===== src/rtl/uart_pkg.sv =====
// Shared UART definitions: frame geometry, transmitter FSM states and the frame builder.
// Build option: UART_TX_PARITY_EN adds an even-parity bit after the data MSB.
package uart_pkg;

  typedef enum logic {
    IDLE,
    SEND
  } uart_tx_state_t;

  localparam int UART_WORD_W = 8;

`ifdef UART_TX_PARITY_EN
  localparam int FRAME_OVERHEAD = 3;
`else
  localparam int FRAME_OVERHEAD = 2;
`endif

  localparam int FRAME_W = UART_WORD_W + FRAME_OVERHEAD;

  // Bit 0 is the start bit, so shifting the frame right emits it in line order.
  function automatic logic [FRAME_W-1:0] frame_word(input logic [UART_WORD_W-1:0] word);
`ifdef UART_TX_PARITY_EN
    return {1'b1, ^word, word, 1'b0};
`else
    return {1'b1, word, 1'b0};
`endif
  endfunction

endpackage


===== src/rtl/uart_tx_axis_if.sv =====
// AXI-Stream beat carrier feeding the UART transmitter; word i of a beat is s_data[i].
interface uart_tx_axis_if #(
  parameter int WORD_W         = 8,
  parameter int WORDS_PER_BEAT = 1
);

  logic                                   s_valid;
  logic                                   s_ready;
  logic [WORDS_PER_BEAT-1:0][WORD_W-1:0]  s_data;

  modport master (output s_valid, output s_data, input  s_ready);
  modport slave  (input  s_valid, input  s_data, output s_ready);

endinterface


===== src/rtl/uart_tx_axis.sv =====
// AXI-Stream to UART transmitter: each beat is sent as contiguous frames, word 0 first.
// Build option: UART_TX_PARITY_EN inserts an even-parity bit into every frame.
module uart_tx_axis
  import uart_pkg::*;
#(
  parameter int WORD_W           = 8,
  parameter int BUS_W            = 8,
  parameter int CLOCKS_PER_PULSE = 4
) (
  input  logic           clk,
  input  logic           rst_n,
  uart_tx_axis_if.slave  s,
  output logic           tx,
  output logic           busy
);

  localparam int WORDS_PER_BEAT = BUS_W / WORD_W;
  localparam int FRAME_BITS     = WORD_W + FRAME_OVERHEAD;
  localparam int BEAT_BITS      = WORDS_PER_BEAT * FRAME_BITS;
  localparam int PULSE_W        = $clog2(CLOCKS_PER_PULSE);
  localparam int BIT_W          = $clog2(BEAT_BITS + 1);

  localparam logic [PULSE_W-1:0] PULSE_LAST = PULSE_W'(CLOCKS_PER_PULSE - 1);
  localparam logic [BIT_W-1:0]   BIT_LAST   = BIT_W'(BEAT_BITS);

  uart_tx_state_t state, state_next;

  logic [BEAT_BITS-1:0]                          shreg, shreg_next;
  logic [PULSE_W-1:0]                            pulse_cnt, pulse_next;
  logic [BIT_W-1:0]                              bit_cnt, bit_next;
  logic                                          ready_q;
  logic [WORDS_PER_BEAT-1:0][FRAME_BITS-1:0]     frames;

  assign s.s_ready = ready_q;

  // Packed frame array lands word 0 in the shift register LSBs.
  for (genvar i = 0; i < WORDS_PER_BEAT; i++) begin : g_frame
    if (WORD_W == UART_WORD_W) begin : g_pkg
      assign frames[i] = frame_word(s.s_data[i]);
    end else begin : g_generic
`ifdef UART_TX_PARITY_EN
      assign frames[i] = {1'b1, ^s.s_data[i], s.s_data[i], 1'b0};
`else
      assign frames[i] = {1'b1, s.s_data[i], 1'b0};
`endif
    end
  end

  always_comb begin
    // NOTE: every signal written here gets a default first, so no path can leave it unassigned and infer a latch.
    state_next = state;
    shreg_next = shreg;
    pulse_next = pulse_cnt;
    bit_next   = bit_cnt;

    case (state)
      IDLE: begin
        if (s.s_valid && ready_q) begin
          state_next = SEND;
          shreg_next = frames;
          pulse_next = '0;
          bit_next   = '0;
        end
      end
      SEND: begin
        if (pulse_cnt == PULSE_LAST) begin
          pulse_next = '0;
          shreg_next = {1'b1, shreg[BEAT_BITS-1:1]};
          bit_next   = bit_cnt + 1'b1;
          if (bit_next == BIT_LAST) state_next = IDLE;
        end else begin
          pulse_next = pulse_cnt + 1'b1;
        end
      end
      default: state_next = IDLE;
    endcase
  end

  always_ff @(posedge clk) begin
    if (!rst_n) begin
      // NOTE: the shift register is cleared too, so an aborted beat can never leak bits into the next one.
      state     <= IDLE;
      shreg     <= '0;
      pulse_cnt <= '0;
      bit_cnt   <= '0;
      tx        <= 1'b1;
      ready_q   <= 1'b0;
      busy      <= 1'b0;
    end else begin
      // NOTE: non-blocking assignments make every flop update from the same pre-edge values.
      state     <= state_next;
      shreg     <= shreg_next;
      pulse_cnt <= pulse_next;
      bit_cnt   <= bit_next;
      // tx mirrors the bit that the shift register will present after this edge.
      tx        <= (state_next == SEND) ? shreg_next[0] : 1'b1;
      ready_q   <= (state_next == IDLE);
      busy      <= (state_next == SEND);
    end
  end

endmodule


===== src/flat_wrapper.sv =====
// flat-port wrapper written by rule: the top's interface ports become plain ports
module uart_tx_axis_flat import uart_pkg::*;
#(
  parameter int WORD_W           = 8,
  parameter int BUS_W            = 8,
  parameter int CLOCKS_PER_PULSE = 4
)
  (clk, rst_n, tx, busy, s_s_valid, s_s_data, s_s_ready);
  uart_tx_axis_if #(.WORD_W(WORD_W)) s_i ();
  input  logic clk;
  input  logic rst_n;
  output logic tx;
  output logic busy;
  input wire logic [$bits(s_i.s_valid)-1:0] s_s_valid;
  input wire logic [$bits(s_i.s_data)-1:0] s_s_data;
  output wire logic [$bits(s_i.s_ready)-1:0] s_s_ready;
  assign s_i.s_valid = s_s_valid;
  assign s_i.s_data = s_s_data;
  assign s_s_ready = s_i.s_ready;
  uart_tx_axis #(.WORD_W(WORD_W), .BUS_W(BUS_W), .CLOCKS_PER_PULSE(CLOCKS_PER_PULSE)) u_core (.clk(clk), .rst_n(rst_n), .s(s_i), .tx(tx), .busy(busy));
endmodule

===== config.mk =====
export PLATFORM = sky130hd
export DESIGN_NAME = uart_tx_axis_flat
export DESIGN_NICKNAME = d
export VERILOG_FILES = /design/src/rtl/uart_pkg.sv /design/src/rtl/uart_tx_axis_if.sv /design/src/rtl/uart_tx_axis.sv /design/src/flat_wrapper.sv
export SDC_FILE = /design/constraint.sdc
export NUM_CORES = 1
export LEC_CHECK = 0
export CORE_MARGIN = 2
export CORE_UTILIZATION = 52
export CTS_BUF_LIST = sky130_fd_sc_hd__clkbuf_4 sky130_fd_sc_hd__clkbuf_8 sky130_fd_sc_hd__clkbuf_16
export DETAILED_ROUTE_END_ITERATION = 10
export DONT_BUFFER_PORTS = 1
export HOLD_SLACK_MARGIN = 0.1
export PLACE_DENSITY = 0.77
export SLEW_MARGIN = 20
export SYNTH_ARGS = -nofsm -noshare
export SYNTH_HDL_FRONTEND = slang
export SYNTH_SLANG_ARGS = --single-unit

===== constraint.sdc =====
create_clock -name clk -period 2 [get_ports clk]
set_input_delay 0.6 -clock clk [delete_from_list [all_inputs] [get_ports clk]]
set_output_delay 0.6 -clock clk [all_outputs]
set_load 0.02 [all_outputs]

==> results <==
- The number of hold buffers added after cts is 0.
- In the post-synthesis netlist, the biggest area contributors are sky130_fd_sc_hd__dfxtp_1, sky130_fd_sc_hd__a22oi_1, sky130_fd_sc_hd__a21oi_1.
- The per-instance average area after synthesis is 9.86 µm².
- In this run the vertical extent of the chip is 45.8 µm.
- The overall track demand over capacity in global routing is 18.3%.
- For this run the aggregate overflow at the end of global routing stands at 0.
- The worst register-to-register path has a setup slack of 420 ps.
- The endpoint type of the worst setup path is a flip-flop.
- The number of buffers inserted to repair setup after CTS is 0.
- The startpoint of the lowest-slack hold path is rst_n.
- For this run, design rule violations remaining after detail routing come to 0.
- The number of endpoints with negative hold slack in the final report is 0.
- The routed design could run at a clock period as short as 1580 ps.
- The number of nets with antenna violations after routing is 0.
- The share of synthesized area in the top cell type comes to 41.9%.
- Setup repair after global routing left no endpoint under its margin.
- The reg-to-reg endpoint is u_core.bit_cnt[2]$_SDFFE_PN0P_.
- The initial antenna violation count is 0.
- After filler insertion, the fill cell instance count of the layout stands at 172.
- For this run, the share of the core covered by cells in the final layout is 53.8%.
- Counting every instance in the synthesized netlist gives 92.
- At the end of routability-driven placement, the weighted congestion stood at 0.822.
- The via count of the first global-routing pass came to 619.
- After detailed routing, the number of vias per cell comes to 6.19.
- The finished layout holds 107 standard cells, fillers aside.
- For hold timing, the worst endpoint is u_core.tx$_SDFF_PN1_.
- The clock skew is 4.78 ps.
- The hold-critical path depth is 1.
- After the first detailed-routing iteration, the DRC count stood at 14.
- Along the worst path, the maximum fanout reaches 13.
- The maximum number of pins on one net before global-route repair is 17.
- The number of H-tree branching levels is 1.
- No sink is reached through more buffers than the 2 on the longest clock path.
- The run finished with clean final reports.
- The max-capacitance violation count is 0.
- For this run, the register share of the synthesized area comes to 41.9%.
- The leakage power is 0.331 nW.
- The library cells used most frequently in the layout, excluding fill and tap cells, are sky130_fd_sc_hd__dfxtp_1, sky130_fd_sc_hd__a21oi_1, sky130_fd_sc_hd__nand3_1, sky130_fd_sc_hd__a22oi_1, sky130_fd_sc_hd__inv_1.
- The accumulated negative setup slack is 0 ps.
- In the synthesized netlist the async set-or-reset flop fraction comes to 0%.
- The routed design has 1.64 mm of wire.
- In this run the tightest slew margin relative to its limit is 63.0%.
- The count of different cell masters after synthesis is 27.
- The number of synthesized register bits is 19.
- The part of the cycle the worst path needs is 79.2%.
- The total number of nets in the final design is 105.
- The number of enable flip-flop cells after synthesis is 0.
- The slew at the pin with the worst max-slew slack is 554 ps.
- The number of gates resized after CTS was 0.
- The ratio of total power to cell area is 747 nW/µm².
- The area overhead of the layout relative to synthesis is 0.138%.
- The critical path required time is 2230 ps.
- The startpoint type of the worst setup path is a flip-flop.
- After detailed routing, the average wire length per cell comes to 15.3 µm.
- The peak clock frequency supported by timing is 631 MHz.
- The clock-pin transition on the worst setup and hold timing paths is 110 ps.
- The number of cells after detailed placement is 103.
- The worst setup path is of the flip-flop to flip-flop kind.
- The net count after synthesis is 106.
- The horizontal extent of the die is 45.8 µm.
- The clock root buffer is sky130_fd_sc_hd__clkbuf_4.
- The count of final max-slew check failures was 0.
- The cell area after synthesis is 907 µm².
- Data arrives at the worst endpoint at 1810 ps.
- The routed via count is 662.
- The path category of the worst min-delay check is input pin to flip-flop.
- The most common cell after layout, fill and taps aside is sky130_fd_sc_hd__dfxtp_1.
- The area of the placeable core is 1690 µm².
- For this run, the leading register cell type out of synthesis is sky130_fd_sc_hd__dfxtp_1.
- The detailed placer's ending HPWL is 1.11 mm.
- The maximum vdd drop is 0.000360 V.
- The cell accounting for the most synthesized area is sky130_fd_sc_hd__dfxtp_1.
- The length of the first detailed-routing pass in iterations is 4.
- The full die area is 2090 µm².
- Input and output buffers added on the ports amount to 0.
- TritonCTS built the clock tree.
- The total clock buffers created by CTS is 3.
- The clock latency on the worst-skew pair is 300 ps.
- Setup violations remaining at the end of the flow were counted as 0.
- The worst register-to-register path begins at u_core.busy$_SDFF_PN0_.
- The first global-routing pass estimated 2.70 mm of wire.
- The count of boundary I/O pins is 14.
- The floorplan row count is 15.
- The Yosys step of the flow raised 0 warnings.
- The worst hold slack across all endpoints is 380 ps.
- The number of sinks handled by clock tree synthesis is 19.
- The number of antenna diodes in the final layout is 0.
- Once the floorplan was initialized, standard cells occupied 53.7% of the core.
- The worst register-to-register path has a depth of 3.
- Cells with a size suffix above 1 make up 15.6% of the layout.
[stage by stage]
step / setup WS [ps] / total power [mW] / cell area [µm²]
after floorplan: 753 / 0.485 / 907
after global placement: 496 / 0.488 / 881
after detailed placement: 440 / 0.490 / 881
after CTS: 420 / 0.689 / 908
after global routing: 315 / 0.717 / 908
final: 416 / 0.678 / 908
[Yosys cell counts, types with 2 or more instances]
library cell	count
sky130_fd_sc_hd__buf_2	2
sky130_fd_sc_hd__nand2b_1	3
sky130_fd_sc_hd__a21oi_1	13
sky130_fd_sc_hd__ha_1	3
sky130_fd_sc_hd__a211oi_2	2
sky130_fd_sc_hd__mux2i_1	2
sky130_fd_sc_hd__buf_6	2
sky130_fd_sc_hd__buf_4	2
sky130_fd_sc_hd__nand3_1	10
sky130_fd_sc_hd__nand2_1	2
sky130_fd_sc_hd__inv_1	4
sky130_fd_sc_hd__xnor2_1	2
sky130_fd_sc_hd__dfxtp_1	19
sky130_fd_sc_hd__o21a_1	2
sky130_fd_sc_hd__nor2_1	3
sky130_fd_sc_hd__a21oi_2	2
sky130_fd_sc_hd__a22oi_1	9
[metal layers]
metal | part of all wire, % | global-route usage (%)
met1 | 48 | 22.7
met2 | 44 | 29.0
met3 | 4.8 | 3.17
met4 | 3.3 | 12.0
met5 | 0 | 0
[power breakdown]
group	switching, mW	total (mW)	internal (mW)
logic	0.0337	0.0587	0.0250
clock network	0.122	0.197	0.0747
registers	0.0252	0.423	0.398
[worst max path at each step]
stage / slack, ps / startpoint / cells after the start / end
6_report: 420 / u_core.busy$_SDFF_PN0_ / 3 / u_core.bit_cnt[2]$_SDFFE_PN0P_
4_1_cts: 420 / u_core.busy$_SDFF_PN0_ / 3 / u_core.bit_cnt[2]$_SDFFE_PN0P_
3_3_place_gp: 500 / u_core.busy$_SDFF_PN0_ / 3 / u_core.bit_cnt[2]$_SDFFE_PN0P_
2_1_floorplan: 750 / u_core.pulse_cnt[0]$_SDFFE_PN0P_ / 4 / u_core.tx$_SDFF_PN1_
5_1_grt: 320 / u_core.busy$_SDFF_PN0_ / 3 / u_core.bit_cnt[2]$_SDFFE_PN0P_
3_5_place_dp: 440 / u_core.busy$_SDFF_PN0_ / 3 / u_core.bit_cnt[2]$_SDFFE_PN0P_
[layout make-up]
cell class              instances  area [µm²]  area share (%)
inverters                       4        15.0            1.65
multi-input cells              63         464            51.1
well taps                      17        21.3            2.34
flip-flops and latches         19         380            41.9
clock inverters                 1        5.00           0.551
clock buffers                   3        22.5            2.48
[registers in the layout, indices dropped and copies added (netlist names)]
| register | count |
|---|---|
| u_core.bit_cnt | 4 |
| u_core.busy | 1 |
| u_core.pulse_cnt | 2 |
| u_core.s.s_ready | 1 |
| u_core.shreg | 10 |
| u_core.tx | 1 |
[worst max-delay path: stages, from the launching register on]
cell and delay (ps):
sky130_fd_sc_hd__dfxtp_1 620, sky130_fd_sc_hd__nand2_1 400, sky130_fd_sc_hd__o21a_1 290, sky130_fd_sc_hd__a211oi_2 200
[logic make-up after synthesis]
| logic type | count (synthesis) | share of synthesized area [%] |
|---|---|---|
| muxes | 3 | 3.45 |
| and+or+nand+nor | 23 | 16.1 |
| DFF | 19 | 41.9 |
| adders and majority gates | 3 | 4.14 |
| buffers and inverters | 10 | 6.90 |
| xor gates and xnor gates | 2 | 1.93 |
| AOI/OAI and AO/OA | 32 | 25.5 |
Power figures use the tool's default switching activity.
